--- config.mk ---
export PLATFORM = sky130hd
export DESIGN_NAME = alu_pipe
export DESIGN_NICKNAME = d
export VERILOG_FILES = /design/src/rtl/alu_pipe.sv
export SDC_FILE = /design/constraint.sdc
export NUM_CORES = 1
export LEC_CHECK = 0
export ABC_AREA = 1
export CELL_PAD_IN_SITES_DETAIL_PLACEMENT = 0
export CELL_PAD_IN_SITES_GLOBAL_PLACEMENT = 1
export CORE_ASPECT_RATIO = 1.1
export CORE_MARGIN = 2
export CORE_UTILIZATION = 35
export CTS_CLUSTER_DIAMETER = 30
export DETAILED_ROUTE_END_ITERATION = 10
export PLACE_DENSITY = 0.82
export SYNTH_ARGS = -nofsm -noshare
export SYNTH_HDL_FRONTEND = slang
export SYNTH_SLANG_ARGS = --single-unit
--- constraint.sdc ---
create_clock -name clk -period 2.52 [get_ports clk]
set_clock_uncertainty 0.2 [all_clocks]
set_input_delay 0.252 -clock clk [delete_from_list [all_inputs] [get_ports clk]]
set_output_delay 0.252 -clock clk [all_outputs]
set_load 0.01 [all_outputs]
--- src/rtl/alu_pipe.sv ---
// Two-stage pipelined ALU with valid/ready handshakes, a running accumulator
// and a registered zero flag. S1 holds the operands, S2 holds the result.
module alu_pipe #(
  parameter int WIDTH = 4,
  parameter int SHW   = $clog2(WIDTH)
) (
  input  logic             clk,
  input  logic             rst,
  input  logic             in_valid,
  output logic             in_ready,
  input  logic [WIDTH-1:0] a,
  input  logic [WIDTH-1:0] b,
  input  logic [2:0]       op_code,
  output logic             out_valid,
  input  logic             out_ready,
  output logic [WIDTH:0]   c,
  output logic             out_zero
);

  localparam logic [2:0] OP_ADD  = 3'b000;
  localparam logic [2:0] OP_SUB  = 3'b001;
  localparam logic [2:0] OP_AND  = 3'b010;
  localparam logic [2:0] OP_OR   = 3'b011;
  localparam logic [2:0] OP_XOR  = 3'b100;
  localparam logic [2:0] OP_SHL  = 3'b101;
  localparam logic [2:0] OP_ACC  = 3'b110;
  localparam logic [2:0] OP_ACLR = 3'b111;

  logic             s1_valid;
  logic [WIDTH-1:0] s1_a;
  logic [WIDTH-1:0] s1_b;
  logic [2:0]       s1_op;
  logic [WIDTH:0]   acc;
  logic [WIDTH:0]   acc_next;
  logic [WIDTH:0]   a_ext;
  logic [WIDTH:0]   b_ext;
  logic [WIDTH:0]   result;
  logic             stall;
  logic             advance;

  // The whole pipe moves as one unit; an empty S2 never blocks S1.
  assign stall    = out_valid & ~out_ready;
  assign advance  = ~stall;
  assign in_ready = ~stall;

  always_comb begin
    a_ext    = {1'b0, s1_a};
    b_ext    = {1'b0, s1_b};
    acc_next = acc;
    result   = '0;
    case (s1_op)
      OP_ADD:  result = a_ext + b_ext;
      OP_SUB:  result = a_ext - b_ext;
      OP_AND:  result = a_ext & b_ext;
      OP_OR:   result = a_ext | b_ext;
      OP_XOR:  result = a_ext ^ b_ext;
      OP_SHL:  result = a_ext << s1_b[SHW-1:0];
      OP_ACC: begin
        acc_next = acc + a_ext;
        result   = acc_next;
      end
      OP_ACLR: begin
        acc_next = '0;
        result   = '0;
      end
      default: result = '0;
    endcase
  end

  always_ff @(posedge clk) begin
    if (!rst) begin
      s1_valid  <= 1'b0;
      s1_a      <= '0;
      s1_b      <= '0;
      s1_op     <= '0;
      out_valid <= 1'b0;
      c         <= '0;
      out_zero  <= 1'b0;
      acc       <= '0;
    end else if (advance) begin
      s1_valid <= in_valid;
      if (in_valid) begin
        s1_a  <= a;
        s1_b  <= b;
        s1_op <= op_code;
      end
      out_valid <= s1_valid;
      // Accumulator only commits when its beat actually enters S2.
      if (s1_valid) begin
        c        <= result;
        out_zero <= (result == '0);
        acc      <= acc_next;
      end else begin
        out_zero <= 1'b0;
      end
    end
  end

endmodule
Yosys cells after proc, flatten, opt, wreduce, memory -nomap -nowiden --
Index checks and enable logic that the tools add are counted.
Storage, ports and cells: register bits 24, input port bits 15, output and inout bits 8, word-level logic and storage cells 34
Operators by class: add/subtract/negate cells 3, eq/ne operators 7, shifts and indexed selects 1, muxes and demuxes 3, bitwise logic cells 6, reduce and logical (&&, ||, !) cells 6
Operators with widths (count):
- 5-bit case mux with 8 select lines | 1
- 3-bit == test (second input constant) | 4
- 5-bit case mux with 2 select lines | 1
- 3-bit by 2-bit == test with 1-bit output (second input constant) | 2
- 4-bit by 4-bit adder with 5-bit output | 1
- 5-bit by 4-bit adder with 5-bit output | 1
- 5-bit logical NOT | 1
- 4-bit by 2-bit left shift with 5-bit output | 1
- 4-bit by 4-bit subtractor with 5-bit output | 1
- 4-bit AND | 1
- 4-bit OR | 1
- 2-bit AND reduction | 2
- 4-bit XOR | 1
- 3-bit by 1-bit == test with 1-bit output (second input constant) | 1
- 3-bit logical NOT | 1
- 3-bit AND reduction | 1
- 1-bit NOT | 2
- 2-bit nonzero test | 1
- 1-bit AND | 1
- 1-bit 2-to-1 mux | 1

Depth between registers and ports, before layout --
depth in word-level cells 4, mapped depth 17, depth with buffers taken out 16

Worst setup path after synthesis --
Ideal clock, no wire load.
path kind register to register, start point reg s1_b[1], end point reg out_zero, setup time 0.072 ns, data arrival time 2.167 ns, required time 2.248 ns, slack 0.080 ns, stages on the path, launching flop included 14, path buffers 0, clock period less this slack 2.440 ns, cell sequence dfxtp_1 > clkinv_1 > ha_1 > nand2_1 > o21ai_0 > fa_1 > nand3b_1 > nand2_1 > nand2_1 > nand3_1 > nand2_1 > nor2_2 > nand4_1 > a21oi_1
On the way: cells in the longest elaborated chain, start to end 4, elaborated cells between the ends (all ways) 9, those cells by class add/sub (2); shift (1); mux (2); bitwise (3); reduce/logical (1)
RTL lines:
- start, declared | line 31 | logic [WIDTH-1:0] s1_b;
- start signal, assigned | line 74 | s1_b <= '0;
- start signal, assigned | line 84 | s1_b <= b;
- 4-bit by 4-bit subtractor with 5-bit output, or another cell as far along | line 53 | OP_SUB: result = a_ext - b_ext;
- 5-bit case mux with 8 select lines (*) | line 51 | case (s1_op)
- 5-bit logical NOT (*) | line 91 | out_zero <= (result == '0);
- 1-bit 2-to-1 mux (*) | line 89 | if (s1_valid) begin
- end signal, assigned | line 91
- end, declared | line 17 | output logic out_zero
Mark *: on every way between the ends. The rest lies on a longest branch, timed or not. A chain may end at the register's enable or synchronous reset.

Final worst setup path --
start point reg s1_b[0], end point reg out_zero
The elaborated chain is that of the path after synthesis.

==> summary.md <==
| Metric | Value |
|---|---|
| Status | finished clean |
| Leakage | 1.034 nW |
| GRT Total Usage | 17.60% |
| Power Density | 520.4 nW/um^2 |
| DRT antenna net count | 0 |
| Leading area contributor after synthesis | dfxtp_1 |
| Reg power frac | 37.1% |
| I/O pin count | 23 |
| H-Tree Depth | 1 |
| Number of port buffers | 22 |
| Largest cells by area after synthesis | dfxtp_1, ha_1, nand2_1 |
| Final hold violations | 0 |
| Syn nets | 291 |
| WS Path Type | reg2reg |
| Vias/cell | 4.977 |
| Chip Height | 77.61 um |
| Design Power | 1.140 mW |
| Max_cap viols | 0 |
| Initial antenna violation count | 0 |
| Sequential element share of the synthesized area | 27.87% |
| Fin crit period | 2.292 ns |
| Unique masters post-synth | 28 |
| End of the critical path | out_zero$_SDFFE_PN0N_ |
| Xor-xnor portion of the synthesized cell area | 1.524% |
| Clock Latency Late Sink | 0.28 ns |
| Starting density of the core | 36.81% |
| Die ar. | 5504 sq um |
| Nets@finish | 325 |
| CP arrival | 2.30 ns |
| Top-area cell type share of the netlist area | 27.87% |
| Crit Reg-Reg Startpoint | s1_b[0]$_SDFFE_PN0P_ |
| Comb pwr share | 32.1% |
| CTS Buf Count | 3 |
| EDFF count, synth | 0 |
| Drt first pass iters | 6 |
| Clock Power Share | 30.8% |
| Largest net degree at the start of global routing | 24 |
| Area occupied by multi-input gates | 1097 sq um |
| Clk sinks | 24 |
| Root Driver | clkbuf_8 |
| Post-synthesis compound-gate area fraction | 14.51% |
| RR Endpoint | out_zero$_SDFFE_PN0N_ |
| Final setup viols | 0 |
| CP Max Fanout | 9 |
| Syn-to-layout area delta | 27.07% |
| Hpwl dp | 3.491 mm |
| Sw frac | 31.55% |
| Worst Path Required | 2.53 ns |
| Vias in the first global route | 1650 |
| Gp weighted congestion | 0.9010 |
| Cells after Synth | 256 |
| Final setup TNS | 0 ns |
| FF-to-FF setup slack | 0.23 ns |
| DR WL/cell | 12.81 um |
| Type of origin of the critical path | flop |
| Most frequent cells in the layout | nand2_1, inv_1, dfxtp_1 |
| Mapped cell area | 1724 sq um |
| Via total after detailed routing | 1717 |
| Combinational family with the most area after synthesis | simple AND/OR/NAND/NOR gates |
| Worst IR Drop VDD | 244.3 uV |
| Ys async rst share | 0% |
| Total grt overflow | 0 |
| CTS tree | yes |
| Post-synthesis mux area share | 0% |
| Layout cells sized above 1 | 11.76% |
| Int Power | 0.7803 mW |
| Worst min path class | reg2reg |
| Die width | 70.92 um |
| Clock transition at the registers of the reported paths | 0.10 ns |
| Routed WL | 4.420 mm |
| Tcrit/Tclk final | 90.95% |
| Fillers | 507 |
| Relative slew slack | 78.75% |
| DRC Markers | 0 |
| P_sw | 0.3597 mW |
| Synth Area per Inst | 6.735 sq um |
| Simple-gate share of the synthesized area | 29.54% |
| CP startpoint | s1_b[0]$_SDFFE_PN0P_ |
| Register area | 480.5 sq um |
| CP Capture Type | flop |
| Adder-cell share of the synthesized area | 15.38% |
| Flops & latches, synth | 24 |
| DR iter-0 viols | 85 |
| First-pass GRT wire length | 7.721 mm |
| Yosys warning count | 0 |
| Cell depth of the worst flop-to-flop path | 15 |
| Max Freq | 0.4363 GHz |
| Predominant post-synthesis flop cell | dfxtp_1 |
| Commonest non-fill, non-tap cell in the layout | nand2_1 |
| CTS Hold Bufs | 0 |
| Ant diodes | 0 |
| Clock buffer depth | 2 |
| Worst-Margin Slew | 0.3183 ns |
| Core Region | 4684 sq um |
| Rows | 26 |
| Final Max Slew Viols | 0 |
==> per-layer routing <==
layer / track usage [%] / share of wire, % / vias to the layer above
li1: - / - / 897
met1: 23.94 / 45 / 769
met2: 29.35 / 48 / 42
met3: 1.688 / 4.6 / 9
met4: 5.283 / 1.9 / 0
met5: 0 / 0 / -
==> metrics by stage <==
stage	setup WS (ns)	hold WS [ns]	std cells	instance area [sq um]	util, %
2_1_floorplan	0.08036	0.1904	256	1724	-
3_3_place_gp	0.1673	0.2564	340	2066	44.10
4_1_cts	0.1183	0.2731	344	2137	45.62
3_5_place_dp	0.1328	0.2582	340	2066	44.10
6_report	0.2280	0.2712	345	2191	46.77
5_1_grt	-0.0002951	0.2959	345	2191	46.77
==> how the worst min path moves through the flow <==
| stage | from | to | cells past startpoint |
|---|---|---|---|
| final | s1_valid$_SDFFE_PN0N_ | s1_valid$_SDFFE_PN0N_ | 2 |
| after global routing | acc[0]$_SDFFE_PN0P_ | acc[0]$_SDFFE_PN0P_ | 2 |
| after CTS | s1_valid$_SDFFE_PN0N_ | s1_valid$_SDFFE_PN0N_ | 2 |
| after detailed placement | s1_valid$_SDFFE_PN0N_ | s1_valid$_SDFFE_PN0N_ | 2 |
| after global placement | s1_valid$_SDFFE_PN0N_ | s1_valid$_SDFFE_PN0N_ | 2 |
| after floorplan | rst | s1_b[0]$_SDFFE_PN0P_ | 2 |
==> layout make-up <==
class                           count  area share [%]
Multi-Input combinational cell    185           50.09
Inverter                           41           7.025
Tap cell                           56           3.198
Timing Repair Buffer               35           14.51
Sequential cell                    24           21.93
Clock inverter                      1           1.371
Clock buffer                        3           1.885
==> flip-flops by register name, indices dropped and copies added (netlist names) <==
name,flops
acc,5
s1_op,3
c,5
s1_valid,1
out_valid,1
s1_b,4
out_zero,1
s1_a,4
==> worst max-delay path: stages (launching register included) <==
cell and delay, ns:
dfxtp_1 0.32, buf_4 0.16, o31ai_4 0.24, xor2_1 0.17, inv_1 0.09, ha_4 0.29, nand2_1 0.06, nand2_2 0.07
inv_1 0.04, nand2_1 0.04, nand2_1 0.04, nand3_1 0.07, nand2_1 0.06, nor2_2 0.13, nand4_1 0.10, a21oi_1 0.14
==> power by group through the flow <==
stage	clock [mW]	combinational [mW]	sequential, mW
finish	0.351	0.366	0.423
global route	0.372	0.422	0.425
floorplan	0	0.220	0.433
detailed placement	0	0.340	0.430
CTS	0.359	0.343	0.422
global placement	0	0.341	0.430
==> synth_stat cells (2+ instances only) <==
library cell and instances:
o21ai_0 19, nor2_1 22, buf_2 3, fa_1 2
nand3b_1 3, nor2_2 4, inv_1 35, clkinv_1 2
ha_1 18, xor2_1 2, a21oi_1 22, o211ai_1 3
nand3_1 18, nand2_1 57, inv_2 4, nand4_1 6
dfxtp_1 24, nor3_1 2
==> cells by family after synthesis <==
| group | after synthesis |
|---|---|
| AO/OA/AOI/OAI | 47 |
| XOR/XNOR | 3 |
| adder cells (fa/ha/maj) | 20 |
| buffers and inverters | 47 |
| flip-flops | 24 |
| AND/OR/NAND/NOR | 115 |
==> repair_timing <==
| action | in CTS | in global routing |
|---|---|---|
| endpoints found under the setup margin | 0 | 2 |
| gates resized for setup | 0 | 10 |
| hold endpoints to repair | 0 | 0 |
| buffers inserted | 0 | 1 |
Note: power is estimated with default switching activity, not from simulation.
